$ cat src/rtl/byte_enabled_clear_ram.sv
// Byte-enabled RAM with a narrower read port and a word-per-cycle fast clear.
// The write port stores IN_W-bit words with per-lane enables. The read port
// returns OUT_W-bit sub-words after a two-cycle pipeline. A clear engine
// overwrites every word with CLEAR_VALUE, one word per cycle, while holding
// off all user traffic.
module byte_enabled_clear_ram #(
  parameter int WADDR_WIDTH = 6,
  parameter int RADDR_WIDTH = 8,
  parameter int BYTE_WIDTH  = 16,
  parameter int BYTES       = 4,
  parameter logic [BYTE_WIDTH-1:0] CLEAR_VALUE = '0
) (
  input  logic                                clk,
  input  logic                                rst_n,
  input  logic                                we,
  input  logic [WADDR_WIDTH-1:0]              waddr,
  input  logic [BYTES-1:0]                    be,
  input  logic [BYTES*BYTE_WIDTH-1:0]         wdata,
  input  logic                                re,
  input  logic [RADDR_WIDTH-1:0]              raddr,
  output logic [BYTES*BYTE_WIDTH/(2**(RADDR_WIDTH-WADDR_WIDTH))-1:0] q,
  output logic                                q_valid,
  input  logic                                clear_start,
  output logic                                busy,
  output logic                                clear_done
);

  localparam int WORDS = 2**WADDR_WIDTH;
  localparam int SUBW  = RADDR_WIDTH - WADDR_WIDTH;
  localparam int RATIO = 2**SUBW;
  localparam int IN_W  = BYTES * BYTE_WIDTH;
  localparam int OUT_W = IN_W / RATIO;
  localparam int SELW  = (SUBW > 0) ? SUBW : 1;

  typedef enum logic {IDLE, CLEAR} state_t;

  state_t                 state;
  state_t                 state_nxt;
  logic [WADDR_WIDTH-1:0] counter;
  logic [WADDR_WIDTH-1:0] counter_nxt;

  logic                   wr_en;
  logic [WADDR_WIDTH-1:0] wr_addr;
  logic [BYTES-1:0]       wr_be;
  logic [IN_W-1:0]        wr_data;

  logic [IN_W-1:0]        mem [WORDS];

  logic                   rd_acc;
  logic [SELW-1:0]        sel_in;
  logic                   rd_v1;
  logic [WADDR_WIDTH-1:0] rd_word1;
  logic [SELW-1:0]        rd_sel1;
  logic                   rd_v2;
  logic [IN_W-1:0]        rd_data2;
  logic [SELW-1:0]        rd_sel2;

  // The low read-address bits pick the sub-word; with equal widths there is only one.
  generate
    if (SUBW > 0) begin : g_sel
      assign sel_in = raddr[SELW-1:0];
    end else begin : g_nosel
      assign sel_in = '0;
    end
  endgenerate

  // Clear state and word counter.
  always_ff @(posedge clk or negedge rst_n) begin
    if (!rst_n) begin
      state   <= IDLE;
      counter <= '0;
    end else begin
      state   <= state_nxt;
      counter <= counter_nxt;
    end
  end

  // Clear sequencing: start from word 0, flag done while the last word is written.
  always_comb begin
    state_nxt   = state;
    counter_nxt = counter;
    busy        = 1'b0;
    clear_done  = 1'b0;
    case (state)
      IDLE: begin
        if (clear_start) begin
          state_nxt   = CLEAR;
          counter_nxt = '0;
        end
      end
      CLEAR: begin
        busy        = 1'b1;
        counter_nxt = counter + 1'b1;
        if (counter == WADDR_WIDTH'(WORDS - 1)) begin
          clear_done = 1'b1;
          state_nxt  = IDLE;
        end
      end
      default: state_nxt = IDLE;
    endcase
  end

  // Write-port source: the clear engine owns the port while busy, otherwise the user.
  always_comb begin
    wr_en   = we;
    wr_addr = waddr;
    wr_be   = be;
    wr_data = wdata;
    if (state == CLEAR) begin
      wr_en   = 1'b1;
      wr_addr = counter;
      wr_be   = '1;
      wr_data = {BYTES{CLEAR_VALUE}};
    end
  end

  // Storage array with per-lane write; deliberately not reset.
  always_ff @(posedge clk) begin
    if (wr_en) begin
      for (int i = 0; i < BYTES; i++) begin
        if (wr_be[i]) begin
          mem[wr_addr][i*BYTE_WIDTH +: BYTE_WIDTH] <= wr_data[i*BYTE_WIDTH +: BYTE_WIDTH];
        end
      end
    end
  end

  assign rd_acc = re && (state == IDLE);

  // Read pipeline: register the address, then the word (after that edge's write), then the sub-word.
  always_ff @(posedge clk or negedge rst_n) begin
    if (!rst_n) begin
      rd_v1    <= 1'b0;
      rd_word1 <= '0;
      rd_sel1  <= '0;
      rd_v2    <= 1'b0;
      rd_data2 <= '0;
      rd_sel2  <= '0;
      q_valid  <= 1'b0;
      q        <= '0;
    end else begin
      rd_v1 <= rd_acc;
      if (rd_acc) begin
        rd_word1 <= raddr[RADDR_WIDTH-1 -: WADDR_WIDTH];
        rd_sel1  <= sel_in;
      end
      rd_v2 <= rd_v1;
      if (rd_v1) begin
        rd_data2 <= mem[rd_word1];
        rd_sel2  <= rd_sel1;
      end
      q_valid <= rd_v2;
      if (rd_v2) begin
        q <= rd_data2[int'(rd_sel2)*OUT_W +: OUT_W];
      end
    end
  end

endmodule

$ cat config.mk
export PLATFORM = sky130hd
export DESIGN_NAME = byte_enabled_clear_ram
export DESIGN_NICKNAME = d
export VERILOG_FILES = /design/src/rtl/byte_enabled_clear_ram.sv
export SDC_FILE = /design/constraint.sdc
export NUM_CORES = 2
export LEC_CHECK = 0
export ABC_AREA = 1
export BUFFER_PORTS_ARGS = -buffer_cell sky130_fd_sc_hd__buf_2
export CAP_MARGIN = 25
export CORE_MARGIN = 8
export CORE_UTILIZATION = 47
export CTS_BUF_LIST = sky130_fd_sc_hd__clkbuf_4 sky130_fd_sc_hd__clkbuf_8
export DETAILED_ROUTE_END_ITERATION = 7
export PLACE_DENSITY_LB_ADDON = 0.25
export SYNTH_ARGS = -nofsm -noshare
export SYNTH_HDL_FRONTEND = slang
export SYNTH_SLANG_ARGS = --single-unit
export TNS_END_PERCENT = 30
$ cat constraint.sdc
create_clock -name clk -period 9.2 [get_ports clk]
set_clock_uncertainty 0.1 [all_clocks]
set_input_delay 0.92 -clock clk [delete_from_list [all_inputs] [get_ports clk]]
set_output_delay 0.92 -clock clk [all_outputs]
set_load 0.03 [all_outputs]
==> summary by stage <==
Timing
The count of endpoints failing hold in the final timing report came to 0. The remaining max-slew budget at the tightest pin is 21.9%. The final critical path takes up 52.3% of the cycle.

After layout, the minimum clock period comes to 4.81 ns. The setup TNS is 0 ns. The highest clock frequency the design can meet is 0.208 GHz. The max-slew violation total from the final report is 0. Setup repair after global routing left no endpoint under its margin.

For the pin with the worst max-slew slack, the measured transition is 1.17 ns. Setup violations remaining at the end of the flow were counted as 0.

Worst setup path
Counting both buffers and inverters, the worst setup path holds a total of 3. The cell repeated most along the worst path is sky130_fd_sc_hd__nand3_1. The source of the critical timing path is rd_word1[0]$_DFFE_PN0P_. On the worst path, the slowest cell contributes a delay of 0.91 ns. The critical path data required time is 10.27 ns. The critical path goes through buf_12, buf_4, buf_4, nand2_1, nand3_1, nand3_1, nand3_1, nand3_1, nand3_1, nand3_1, nand2_1.

STA classifies the critical path endpoint as a register. The kind of cell with the highest combined delay on the critical path is buffers and inverters. The endpoint of the worst-slack reg-to-reg timing path is rd_data2[9]$_DFFE_PN0P_. The kind of launch point of the worst setup path is a register. The master of the slowest instance on the critical path is sky130_fd_sc_hd__dfrtp_4.

The largest fanout of any net on the critical path is 155. Counting buffers and inverters, the worst setup path is 11 cells deep. The internal reg-to-reg setup slack is 4.39 ns. The arrival time of the worst setup path is approximately 6 ns.

In this run the critical register-to-register path is launched from rd_word1[0]$_DFFE_PN0P_. The critical path is of the register to register type. The worst register-to-register path has a depth of 11.

Synth
The number of instances in the synthesized netlist is around 14000. After synthesis the netlist holds a flip-flop and latch count of 4196. The number of library cell types mapped by synthesis is 28. The count of synthesis-stage warnings from yosys is 0. Synthesis produced a netlist with a net count of approximately 14000.

The mapped netlist covers 170000 um^2. The post-synthesis area per instance is 12.1 um^2. The part of the Yosys area used for sequential elements is 73.8%.

Route
The mean routed wirelength per cell is 26.5 um. In the routed design, unresolved DRC markers number 0. The number of violations reported at the end of detailed-routing iteration 0 is 14978.

The final layout contains routed wiring with a total length of around 520000 um. For this block, the via count after detailed routing is 113268. Dividing the detail-routed via count by the number of cells gives 5.77. The total iterations of the first detailed-routing run is 6.

The count of antenna-violating nets left after detailed routing is 0.

Final layout
The number of nets in the layout is roughly 14000. The area growth from synthesis to layout is 11.0%. Cells with a size suffix above 1 make up 12.0% of the layout.

Global route
The number of antenna violations at the first check in global routing is 15. The first-pass GRT wire length is 747000 um. The largest net degree at the start of global routing is about 190.

The via count of the first global-routing pass is ~110k. The total routing usage reported by global routing is 26.4%. Global routing finished with a remaining overflow of 0.

Worst hold path
The end point of the worst hold path is mem[11][32]$_DFFE_PP_. The path class of the tightest hold or removal check is input port to register. The worst hold path was traced through 3 stages. The worst hold path begins at wdata[32].

Die
The width of the die is just over 600 um. From bottom edge to top edge, the die measures 617 um. The number of top-level pins is 106. The total number of placement rows is 221. After floorplanning, the core was sized to cover 361000 um^2. For this configuration, the core starts out at a cell density of 47.1%. The die area is between 300000 and 400000 um^2.

CTS
The root buffer selected by CTS is sky130_fd_sc_hd__clkbuf_8. CTS built an H-tree with a depth of 6. The clock drives 4196 sinks. Counting along the longest clock path gives a buffer depth of 4. At the later pin of the worst-skew pair, clock insertion delay measures approximately 1.2 ns.

Clock-pin slew was measured on the worst setup and hold paths at 0.06 ns. The number of post-CTS setup repair buffers is 0. Clock tree synthesis inserted a total of 671 buffers. The TritonCTS clock tree is yes.

Power and ir drop
The power per standard cell area is 326 nW/um^2. The reported leakage power is about 68 nW. The worst-case IR drop observed on VDD is 391 uV.

The total power draw is 61.4 mW.

Run
Max-cap violations in this run came to 0.

Outcome
The flow ran to the end, and the final reports show no timing, DRC or antenna violations.

Place
The count of input and output buffers is 105. The placed wire-length estimate after detailed placement is between 200000 and 300000 um. At the end of routability-driven placement, the weighted congestion stood at 0.886.
## synthesized netlist by cell type
| cell | number | area share (%) |
|---|---|---|
| sky130_fd_sc_hd__edfxtp_1 | 4096 | 72 |
| sky130_fd_sc_hd__a22o_1 | 1 | 0.0052 |
| sky130_fd_sc_hd__inv_4 | 2 | 0.0074 |
| sky130_fd_sc_hd__inv_2 | 2 | 0.0044 |
| sky130_fd_sc_hd__buf_8 | 4 | 0.035 |
| sky130_fd_sc_hd__o21ai_1 | 2 | 0.0059 |
| sky130_fd_sc_hd__buf_1 | 69 | 0.15 |
| sky130_fd_sc_hd__nor2_2 | 8 | 0.029 |
| sky130_fd_sc_hd__o21ai_2 | 1 | 0.0052 |
| sky130_fd_sc_hd__o22ai_1 | 1 | 0.0037 |
| sky130_fd_sc_hd__buf_6 | 140 | 0.93 |
| sky130_fd_sc_hd__buf_12 | 1 | 0.012 |
| sky130_fd_sc_hd__inv_1 | 87 | 0.19 |
| sky130_fd_sc_hd__clkbuf_1 | 163 | 0.36 |
| sky130_fd_sc_hd__a31oi_1 | 16 | 0.059 |
| sky130_fd_sc_hd__buf_4 | 91 | 0.40 |
| sky130_fd_sc_hd__dfrtp_1 | 100 | 1.5 |
| sky130_fd_sc_hd__nor3_1 | 1 | 0.0029 |
| sky130_fd_sc_hd__nand2_1 | 4326 | 9.6 |
| sky130_fd_sc_hd__nor2_1 | 417 | 0.92 |
| sky130_fd_sc_hd__ha_1 | 1 | 0.0074 |
| sky130_fd_sc_hd__o21ai_0 | 44 | 0.13 |
| sky130_fd_sc_hd__buf_2 | 487 | 1.4 |
| sky130_fd_sc_hd__a32oi_1 | 1 | 0.0052 |
| sky130_fd_sc_hd__a21oi_2 | 4 | 0.021 |
| sky130_fd_sc_hd__clkinv_1 | 2 | 0.0044 |
| sky130_fd_sc_hd__nand3_1 | 4033 | 12 |
| sky130_fd_sc_hd__clkinv_2 | 1 | 0.0029 |
## per-stage QoR
| stage | std cells | area [um^2] | hold slack, ns | util [%] | setup slack [ns] |
|---|---|---|---|---|---|
| CTS | 19583 | 188000 | 0.00176 | 52.1 | 4.55 |
| floorplan | 14101 | 170000 | 0.252 | - | 5.82 |
| finish | 19627 | 189000 | 0.0744 | 52.2 | 4.39 |
| detailed placement | 18362 | 175000 | 0.380 | 48.4 | 4.60 |
| global route | 19617 | 189000 | 0.0365 | 52.2 | 4.23 |
| global placement | 18342 | 174000 | 0.370 | 48.3 | 4.58 |
## where the power goes
group          total (mW)  switching (mW)  internal, mW
Combinational        21.1            16.0          5.09
Sequential           24.3           0.940          23.4
Clock                16.0            7.41          8.55
## placed cells by master (no fill, tap or decap), types with 7 or more instances in the layout
cell type                       instances
sky130_fd_sc_hd__nor2_1               199
sky130_fd_sc_hd__buf_2                104
sky130_fd_sc_hd__o21ai_0               42
sky130_fd_sc_hd__clkinvlp_4            14
sky130_fd_sc_hd__clkinv_8               9
sky130_fd_sc_hd__bufinv_16             12
sky130_fd_sc_hd__edfxtp_1            4096
sky130_fd_sc_hd__inv_1                 85
sky130_fd_sc_hd__buf_8                 36
sky130_fd_sc_hd__buf_12                25
sky130_fd_sc_hd__buf_16                 7
sky130_fd_sc_hd__a31oi_1               16
sky130_fd_sc_hd__nand3_1             4033
sky130_fd_sc_hd__nor2_4                64
sky130_fd_sc_hd__inv_6                 10
sky130_fd_sc_hd__dfrtp_4                8
sky130_fd_sc_hd__nand2_1             4326
sky130_fd_sc_hd__clkbuf_8             702
sky130_fd_sc_hd__clkinv_2              44
sky130_fd_sc_hd__clkinv_1             132
sky130_fd_sc_hd__diode_2               15
sky130_fd_sc_hd__dfrtp_1               92
sky130_fd_sc_hd__nor2_2               162
sky130_fd_sc_hd__clkbuf_4             286
sky130_fd_sc_hd__buf_4                274
sky130_fd_sc_hd__inv_8                  7
sky130_fd_sc_hd__dlygate4sd3_1         11
## sequential cells by signal, summed over array words and instances (netlist names)
name and count:
mem 4096, rd_data2 64, q 16, counter 6, rd_word1 6, rd_sel1 2
rd_sel2 2, q_valid 1, rd_v1 1, rd_v2 1, state 1
## worst register-to-register path: cells and delay by family (launching register included)
family                 cells  cell delay [ns]
and+or+nand+nor            8             1.15
DFF                        1             0.91
buffers and inverters      3             2.58
## cell type report
| class | count | area [um^2] |
|---|---|---|
| Clock buffer | 987 | 11800 |
| Tap cell | 4794 | 6000 |
| Inverter | 94 | 417 |
| Sequential cell | 4196 | 126000 |
| Timing Repair Buffer | 462 | 4010 |
| Fill cell | 30714 | 173000 |
| Multi-Input combinational cell | 8856 | 39300 |
| Clock inverter | 223 | 1460 |
| Antenna cell | 15 | 37.5 |
## worst max-delay path by stage
| stage | end | slack, ns |
|---|---|---|
| 2_1_floorplan | mem[0][33]$_DFFE_PP_ | 5.82 |
| 6_report | rd_data2[9]$_DFFE_PN0P_ | 4.39 |
| 3_5_place_dp | rd_data2[9]$_DFFE_PN0P_ | 4.60 |
| 4_1_cts | rd_data2[9]$_DFFE_PN0P_ | 4.55 |
| 3_3_place_gp | rd_data2[9]$_DFFE_PN0P_ | 4.58 |
| 5_1_grt | rd_data2[14]$_DFFE_PN0P_ | 4.23 |
## cells by family after synthesis
group                    Yosys count  synth area share (%)
AO/OA/AOI/OAI                     70                 0.234
adder cells (fa/ha/maj)            1               0.00736
buffers and inverters           1049                  3.53
flip-flops                      4196                  73.8
AND/OR/NAND/NOR                 8785                  22.4
## timing repair
| item | in CTS | in global routing |
|---|---|---|
| gates resized for setup | 0 | 0 |
| hold buffers | 11 | 0 |
| endpoints found under the hold margin | 28 | 0 |
## routing by layer
layer | GRT usage, % | share of wire [%] | vias to the layer above
met3 | 5.40 | 9.8 | 1112
li1 | - | - | 50526
met2 | 40.2 | 45 | 6002
met1 | 35.9 | 39 | 55626
met4 | 13.9 | 5.9 | 2
met5 | 0 | 0.0025 | -
No activity file was read; power rests on OpenSTA's default activity.
